File: src/rtl/csh_sweep.sv
// csh_sweep: walks every cache directory entry applying validate/unload/invalidate actions.
module csh_sweep #(
  parameter int LINE_BITS = 7,
  parameter int WAY_BITS  = 2
) (
  input  logic                          clk,
  input  logic                          RESET,
  input  logic                          START,
  input  logic [1:0]                    FUNC,
  output logic                          SWEEP_BUSY,
  output logic                          SWEEP_DONE,
  output logic                          SWEEP_ERR,
  output logic                          DIR_RD,
  output logic [LINE_BITS+WAY_BITS-1:0] ADR,
  input  logic                          DIR_VALID,
  input  logic                          DIR_DIRTY,
  output logic                          DIR_WR,
  output logic                          WR_VALID,
  output logic                          WR_DIRTY,
  output logic                          WB_REQ,
  input  logic                          WB_ACK,
  input  logic                          WB_ERR
);
  localparam int AW = LINE_BITS + WAY_BITS;
  typedef enum logic [2:0] {IDLE, READ, DECIDE, WB, WRITE} state_t;
  state_t state, state_n;
  logic [1:0] func;
  logic [AW-1:0] adr;
  logic wv, wv_n, done, err, adv, last, need_wb, need_wr;
  assign last = &adr;
  assign need_wb = func[0] & DIR_VALID & DIR_DIRTY;
  assign need_wr = (func == 2'd0) | (func[1] & DIR_VALID);
  always_comb begin
    state_n = state;
    wv_n = wv;
    adv = 1'b0;
    case (state)
      IDLE:    state_n = START ? READ : IDLE;
      READ:    state_n = DECIDE;
      DECIDE: begin
        wv_n = ~func[1];
        adv = ~need_wb & ~need_wr;
        state_n = need_wb ? WB : need_wr ? WRITE : last ? IDLE : READ;
      end
      WB:      state_n = WB_ACK ? WRITE : WB;
      WRITE: begin
        adv = 1'b1;
        state_n = last ? IDLE : READ;
      end
      default: state_n = IDLE;
    endcase
  end
  always_ff @(posedge clk) begin
    if (RESET) begin
      state <= IDLE;
      func <= 2'd0;
      adr <= '0;
      wv <= 1'b0;
      err <= 1'b0;
      done <= 1'b0;
    end else begin
      state <= state_n;
      wv <= wv_n;
      done <= adv & last;
      if (state == IDLE && START) begin
        func <= FUNC;
        err <= 1'b0;
        adr <= '0;
      end else begin
        if (adv) adr <= adr + 1'b1;
        if (state == WB && WB_ACK && WB_ERR) err <= 1'b1;
      end
    end
  end
  assign SWEEP_BUSY = state != IDLE;
  assign SWEEP_DONE = done;
  assign SWEEP_ERR  = err;
  assign DIR_RD     = state == READ;
  assign DIR_WR     = state == WRITE;
  assign WR_VALID   = (state == WRITE) & wv;
  assign WR_DIRTY   = 1'b0;
  assign WB_REQ     = state == WB;
  assign ADR        = adr;
endmodule

File: config.mk
export PLATFORM = sky130hd
export DESIGN_NAME = csh_sweep
export DESIGN_NICKNAME = d
export VERILOG_FILES = /design/src/rtl/csh_sweep.sv
export SDC_FILE = /design/constraint.sdc
export NUM_CORES = 1
export LEC_CHECK = 0
export CAP_MARGIN = 20
export CORE_MARGIN = 1.5
export CORE_UTILIZATION = 25
export DETAILED_ROUTE_END_ITERATION = 10
export PLACE_DENSITY_LB_ADDON = 0.1
export SKIP_CTS_REPAIR_TIMING = 1
export SLEW_MARGIN = 40
export SYNTH_ARGS = -nofsm -noshare
export SYNTH_HDL_FRONTEND = slang
export SYNTH_SLANG_ARGS = --single-unit
File: constraint.sdc
create_clock -name clk -period 2.3 [get_ports clk]
set_input_delay 0.46 -clock clk [delete_from_list [all_inputs] [get_ports clk]]
set_output_delay 0.46 -clock clk [all_outputs]
set_load 0.01 [all_outputs]
==> flow_metrics.py, run 1 <==
metrics = {
    "layout": {
        "fin_nets": 143,
        "most-common-layout-cells": "clkdlybuf4s50_1, dfxtp_1, buf_4",
        "drive_gt1_frac": 0.153,
        "fin_area_um2": 1280,
        "diodes": 0,
        "final_common_cell": "clkdlybuf4s50_1",
        "syn_to_final_growth_pct": 39.7,
        "final_cells": 177,
        "num-fill-cells": 374,
    },
    "worst_setup_path": {
        "worst_path_max_delay_cell": "clkdlybuf4s50_1",
        "cp.arrival_ps": 1700,
        "crit-reg2reg-launch": "state[1]",
        "cp-start-kind": "register",
        "path_class": "reg2out",
        "worstSetupEndpointType": "primary output",
        "slowest_delay_ps": 540,
        "required_ps": 1840,
        "crit_chain": "nor3b_4 > and2_1 > clkdlybuf4s50_1",
        "cp-startpoint": "state[1]",
        "path_max_fanout": 8,
    },
    "floorplanning": {
        "die-area_um2": 4030,
        "start_util": 0.267,
        "die_w_um": 63.4,
        "ios": 26,
        "core.rowCount": 21,
        "coreArea_um2": 3420,
        "die_y_um": 63.4,
    },
    "power": {
        "p_leak_nw": 0.467,
        "powerDensity_nw_per_um2": 461,
        "max-vdd-ir-drop_v": 0.000266,
    },
    "detailed_routing": {
        "drc": 0,
        "routed_wl_mm": 2.15,
        "drt_iter0_markers": 35,
        "wire_per_inst_um": 12.1,
        "drtAntennaViolNets": 0,
        "first_pass_iters": 4,
        "via_per_inst": 4.95,
        "via_count": 877,
    },
    "placement": {
        "place_inst": 170,
        "hpwlAfterDp_mm": 1.63,
        "placed_cell_area_um2": 1220,
        "gp_congestion": 0.711,
        "port_buffers": 24,
    },
    "timing": {
        "grt_setup_unrepaired": "false",
        "finalCritPeriodShare": 0.939,
        "clock_skew_ps": 2.80,
        "fmax_mhz": 463,
        "whs_ps": 512,
        "fin_crit_ps": 2160,
        "maxSlewViolCount": 0,
        "finalHoldViolations": 0,
        "setup_violations": 0,
    },
    "clocking": {
        "cts-root-buf": "clkbuf_4",
        "cts_made_buffers": 3,
        "cts.reportedPaths.clkPinSlew_ps": 110,
        "cts_tree": "yes",
        "clock-sinks": 17,
        "clkLatencyLatePin_ps": 290,
        "htree_levels": 1,
        "cts.path.max_buffers": 2,
    },
    "synth": {
        "synth_edf_count": 0,
        "synthTopCellsByArea": "dfxtp_1, nor3b_4, mux2i_1",
        "synth_area_leader_cell": "dfxtp_1",
        "avgSynthCellArea_um2": 9.13,
        "async_flop_share": 0,
        "syn_nets": 111,
        "synth_warnings": 0,
        "synthCells": 100,
        "syn_area_um2": 913,
        "synth_cell_types": 41,
        "synth.top_cell.area_share": 0.373,
        "ys.flop_type": "dfxtp_1",
        "ys_seq_area_frac": 0.373,
        "synth-seq-cells": 17,
    },
    "global_route": {
        "grt_max_degree": 15,
        "grt_pass1_wl_mm": 3.41,
        "track_usage": 0.109,
        "grt_use_met1": 0.133,
        "grt_util_met2": 0.180,
        "grt_pass1_vias": 729,
        "overflow": 0,
        "top_usage_layer": "met2",
        "antenna_found_initial": 0,
        "grt_use_met3": 0.0429,
    },
    "min_path": {
        "hold_path_class": "reg2reg",
        "hp-start": "wv",
    },
    "run_status": {
        "status": "finished clean",
    },
    "flow_run": {
        "drv_cap": 0,
    },
}
==> state kept, by name, summed over array words and instances (netlist names) <==
signal	cells
ADR	9
wv	1
func	2
SWEEP_ERR	1
SWEEP_DONE	1
state	3
==> worst paths after layout <==
kind / cells past startpoint / slack [ps] / end
setup / recovery: 3 / 140 / WR_VALID
hold / removal: 2 / 510 / wv
setup reg to reg: 5 / 420 / ADR[4]
hold reg to reg: 2 / 510 / wv
==> kinds of logic after synthesis <==
kind of cell             Yosys count  share of synthesized area
AND/OR/NAND/NOR                   43                      0.314
AO/OA/AOI/OAI                     24                      0.190
flip-flops                        17                      0.373
buffers and inverters              9                     0.0466
multiplexers                       4                     0.0452
adder cells (fa/ha/maj)            2                     0.0274
other                              1                    0.00411
==> worst max-delay path, delay by kind of cell, from the launching register on <==
| kind | cells | cell delay [ps] |
|---|---|---|
| buf+inv | 1 | 540 |
| flops | 1 | 420 |
| simple gates | 2 | 440 |
==> per-stage QoR <==
stage	TNS, ps	utilization	worst slack, ps	total power [mW]
2_1_floorplan	0	-	686	0.383
3_3_place_gp	0	0.359	176	0.430
3_5_place_dp	0	0.359	137	0.430
4_1_cts	-60.8	0.367	-33.8	0.600
5_1_grt	0	0.374	21.6	0.633
6_report	0	0.374	141	0.588
==> synth_stat cells (all sizes together), types with 2 or more instances <==
cell type and number:
nand2b 2, buf 5, nand2 5, inv 3
nor3 2, mux2i 3, or4 2, and3 2
nand3 5, nor2 7, and2 2, nor4b 3
nor4 2, ha 2, o31ai 2, a21boi 5
dfxtp 17, a31oi 3, nor3b 3, o21a 3
o21ai 3, or3 4
==> report_power, final <==
| group | switching (mW) | internal (mW) | total, mW |
|---|---|---|---|
| combinational | 0.0450 | 0.0609 | 0.106 |
| clock | 0.0998 | 0.0647 | 0.165 |
| sequential | 0.0150 | 0.303 | 0.318 |
| total | 0.160 | 0.429 | 0.588 |
==> layout make-up <==
cell class / count / area [um^2] / share of cell area
Clock buffer: 3 / 22.5 / 0.0176
Clock inverter: 1 / 5.00 / 0.00392
Inverter: 3 / 11.3 / 0.00882
Multi-Input combinational cell: 74 / 531 / 0.416
Sequential cell: 17 / 342 / 0.268
Tap cell: 46 / 57.6 / 0.0451
Timing Repair Buffer: 33 / 308 / 0.241
==> layer usage <==
layer	wire length (um)	share of wire
met5	0	0
met4	18	0.0084
met3	128	0.060
met2	1040	0.48
met1	964	0.45
Power figures use the tool's default switching activity.
==> run 2, diff against run 1 <==
Settings changed: CORE_UTILIZATION 25 to 46, GPL_TIMING_DRIVEN set to 0.
Clock period 2.3 ns to 2.2 ns, I/O delays scaled along.
==> flow_metrics.py, run 2 (synthesized netlist as in run 1, its figures left out) <==
metrics = {
    "run_status": {
        "status": "finished clean",
    },
    "placement": {
        "pre_cts_slack_ps": -78.4,
        "hpwlAfterDp_mm": 1.47,
        "place_inst": 149,
        "gp_congestion": 0.843,
        "placed_cell_area_um2": 1180,
        "port_buffers": 24,
    },
    "timing": {
        "fin_crit_ps": 2120,
        "grt_setup_unrepaired": "false",
        "finalCritPeriodShare": 0.963,
        "setup_violations": 0,
        "finalHoldViolations": 0,
        "maxSlewViolCount": 0,
        "clock_skew_ps": 4.30,
        "setup_ws_ps": 81.0,
        "setup_tns_ps": 0,
        "whs_ps": 511,
        "slew_headroom": 0.617,
        "fmax_mhz": 472,
        "worstMarginPinSlew_ps": 572,
    },
    "clocking": {
        "cts.path.max_buffers": 2,
        "clkLatencyLatePin_ps": 290,
        "htree_levels": 1,
        "cts_tree": "yes",
        "cts.reportedPaths.clkPinSlew_ps": 110,
        "cts-root-buf": "clkbuf_4",
        "cts_made_buffers": 3,
        "clock-sinks": 17,
    },
    "worst_setup_path": {
        "crit_chain": "clkbuf_4 > nor3b_4 > and2_1 > clkdlybuf4s50_1",
        "rrSetupSlack_ps": 270,
        "crit-reg2reg-launch": "state[1]",
        "cp.arrival_ps": 1680,
        "worst_path_max_delay_cell": "clkdlybuf4s50_1",
        "worstSetupEndpointType": "primary output",
        "rr_worst_depth": 5,
        "path_class": "reg2out",
        "path_max_fanout": 9,
        "r2r_end": "ADR[7]",
        "cp-start-kind": "register",
        "slowest_delay_ps": 520,
        "required_ps": 1760,
    },
    "layout": {
        "syn_to_final_growth_pct": 34.7,
        "fin_util": 0.683,
        "fin_area_um2": 1230,
        "largest_register_ffs": 9,
        "fin_nets": 141,
        "most-common-layout-cells": "clkdlybuf4s50_1, dfxtp_1, nor2_1",
        "drive_gt1_frac": 0.132,
        "final_cells": 154,
        "final_common_cell": "clkdlybuf4s50_1",
        "diodes": 0,
    },
    "floorplanning": {
        "ios": 26,
        "die_w_um": 47.6,
        "die_y_um": 47.6,
        "die-area_um2": 2260,
        "core.rowCount": 15,
        "coreArea_um2": 1800,
        "start_util": 0.507,
    },
    "power": {
        "power.share.sequential": 0.531,
        "finalPower_mw": 0.614,
        "max-vdd-ir-drop_v": 0.000502,
        "powerDensity_nw_per_um2": 499,
        "p_sw_mw": 0.169,
        "switching_share": 0.276,
        "pwr-share-clk": 0.282,
        "p_leak_nw": 0.454,
        "comb_power_share": 0.187,
        "p_int_mw": 0.444,
    },
    "min_path": {
        "hp-start": "ADR[7]",
        "hold_path_class": "reg2reg",
        "hold_depth": 2,
        "holdPathEnd": "ADR[7]",
    },
    "global_route": {
        "track_usage": 0.215,
        "grt_pass1_vias": 746,
        "antenna_found_initial": 0,
        "overflow": 0,
        "grt_pass1_wl_mm": 3.35,
        "grt_max_degree": 11,
    },
    "detailed_routing": {
        "drc": 0,
        "drtAntennaViolNets": 0,
        "first_pass_iters": 4,
        "routed_wl_mm": 2.12,
        "wire_per_inst_um": 13.8,
        "via_per_inst": 5.79,
        "drt_iter0_markers": 20,
        "via_count": 891,
    },
    "flow_run": {
        "drv_cap": 0,
    },
}
## run 2: cell count changes in the layout (fill, tap and decap cells not counted)
cell and delta:
clkbuf_4 +1, dfxtp_1 +1, buf_2 +2, nor3b_1 -1, clkbuf_1 +1, nor3b_2 +1, buf_4 -6, dfxtp_2 -1
## run 2: final cells by class
class	count	area, um^2
Sequential cell	17	340
Buffer	6	36.3
Clock inverter	1	5.00
Clock buffer	3	22.5
Multi-Input combinational cell	74	536
Inverter	3	11.3
Tap cell	25	31.3
Timing Repair Buffer	25	248
Fill cell	157	572
## run 2: how the worst max path moves through the flow
stage | endpoint | from | cells after the start
global route | WR_VALID | state[0] | 4
floorplan | ADR[5] | state[2] | 5
detailed placement | ADR[5] | START | 5
global placement | ADR[5] | START | 5
finish | WR_VALID | state[0] | 4
CTS | WR_VALID | state[2] | 4
## run 2: worst max-delay path: cells and delay by family (launching register included)
| family | cells | cell delay (ps) |
|---|---|---|
| AND/OR/NAND/NOR | 2 | 360 |
| flip-flops | 1 | 310 |
| buffers and inverters | 2 | 710 |
## run 2: layer usage
metal | part of all wire | global-route usage
met1 | 0.44 | 0.292
met5 | 0 | 0
met2 | 0.48 | 0.316
met4 | 0.014 | 0.114
met3 | 0.056 | 0.0528
## run 2: power by group through the flow
stage	Combinational [mW]	Sequential (mW)	Clock, mW
CTS	0.113	0.325	0.175
global placement	0.110	0.332	0
finish	0.115	0.326	0.173
floorplan	0.0695	0.330	0
global route	0.126	0.327	0.187
detailed placement	0.112	0.332	0
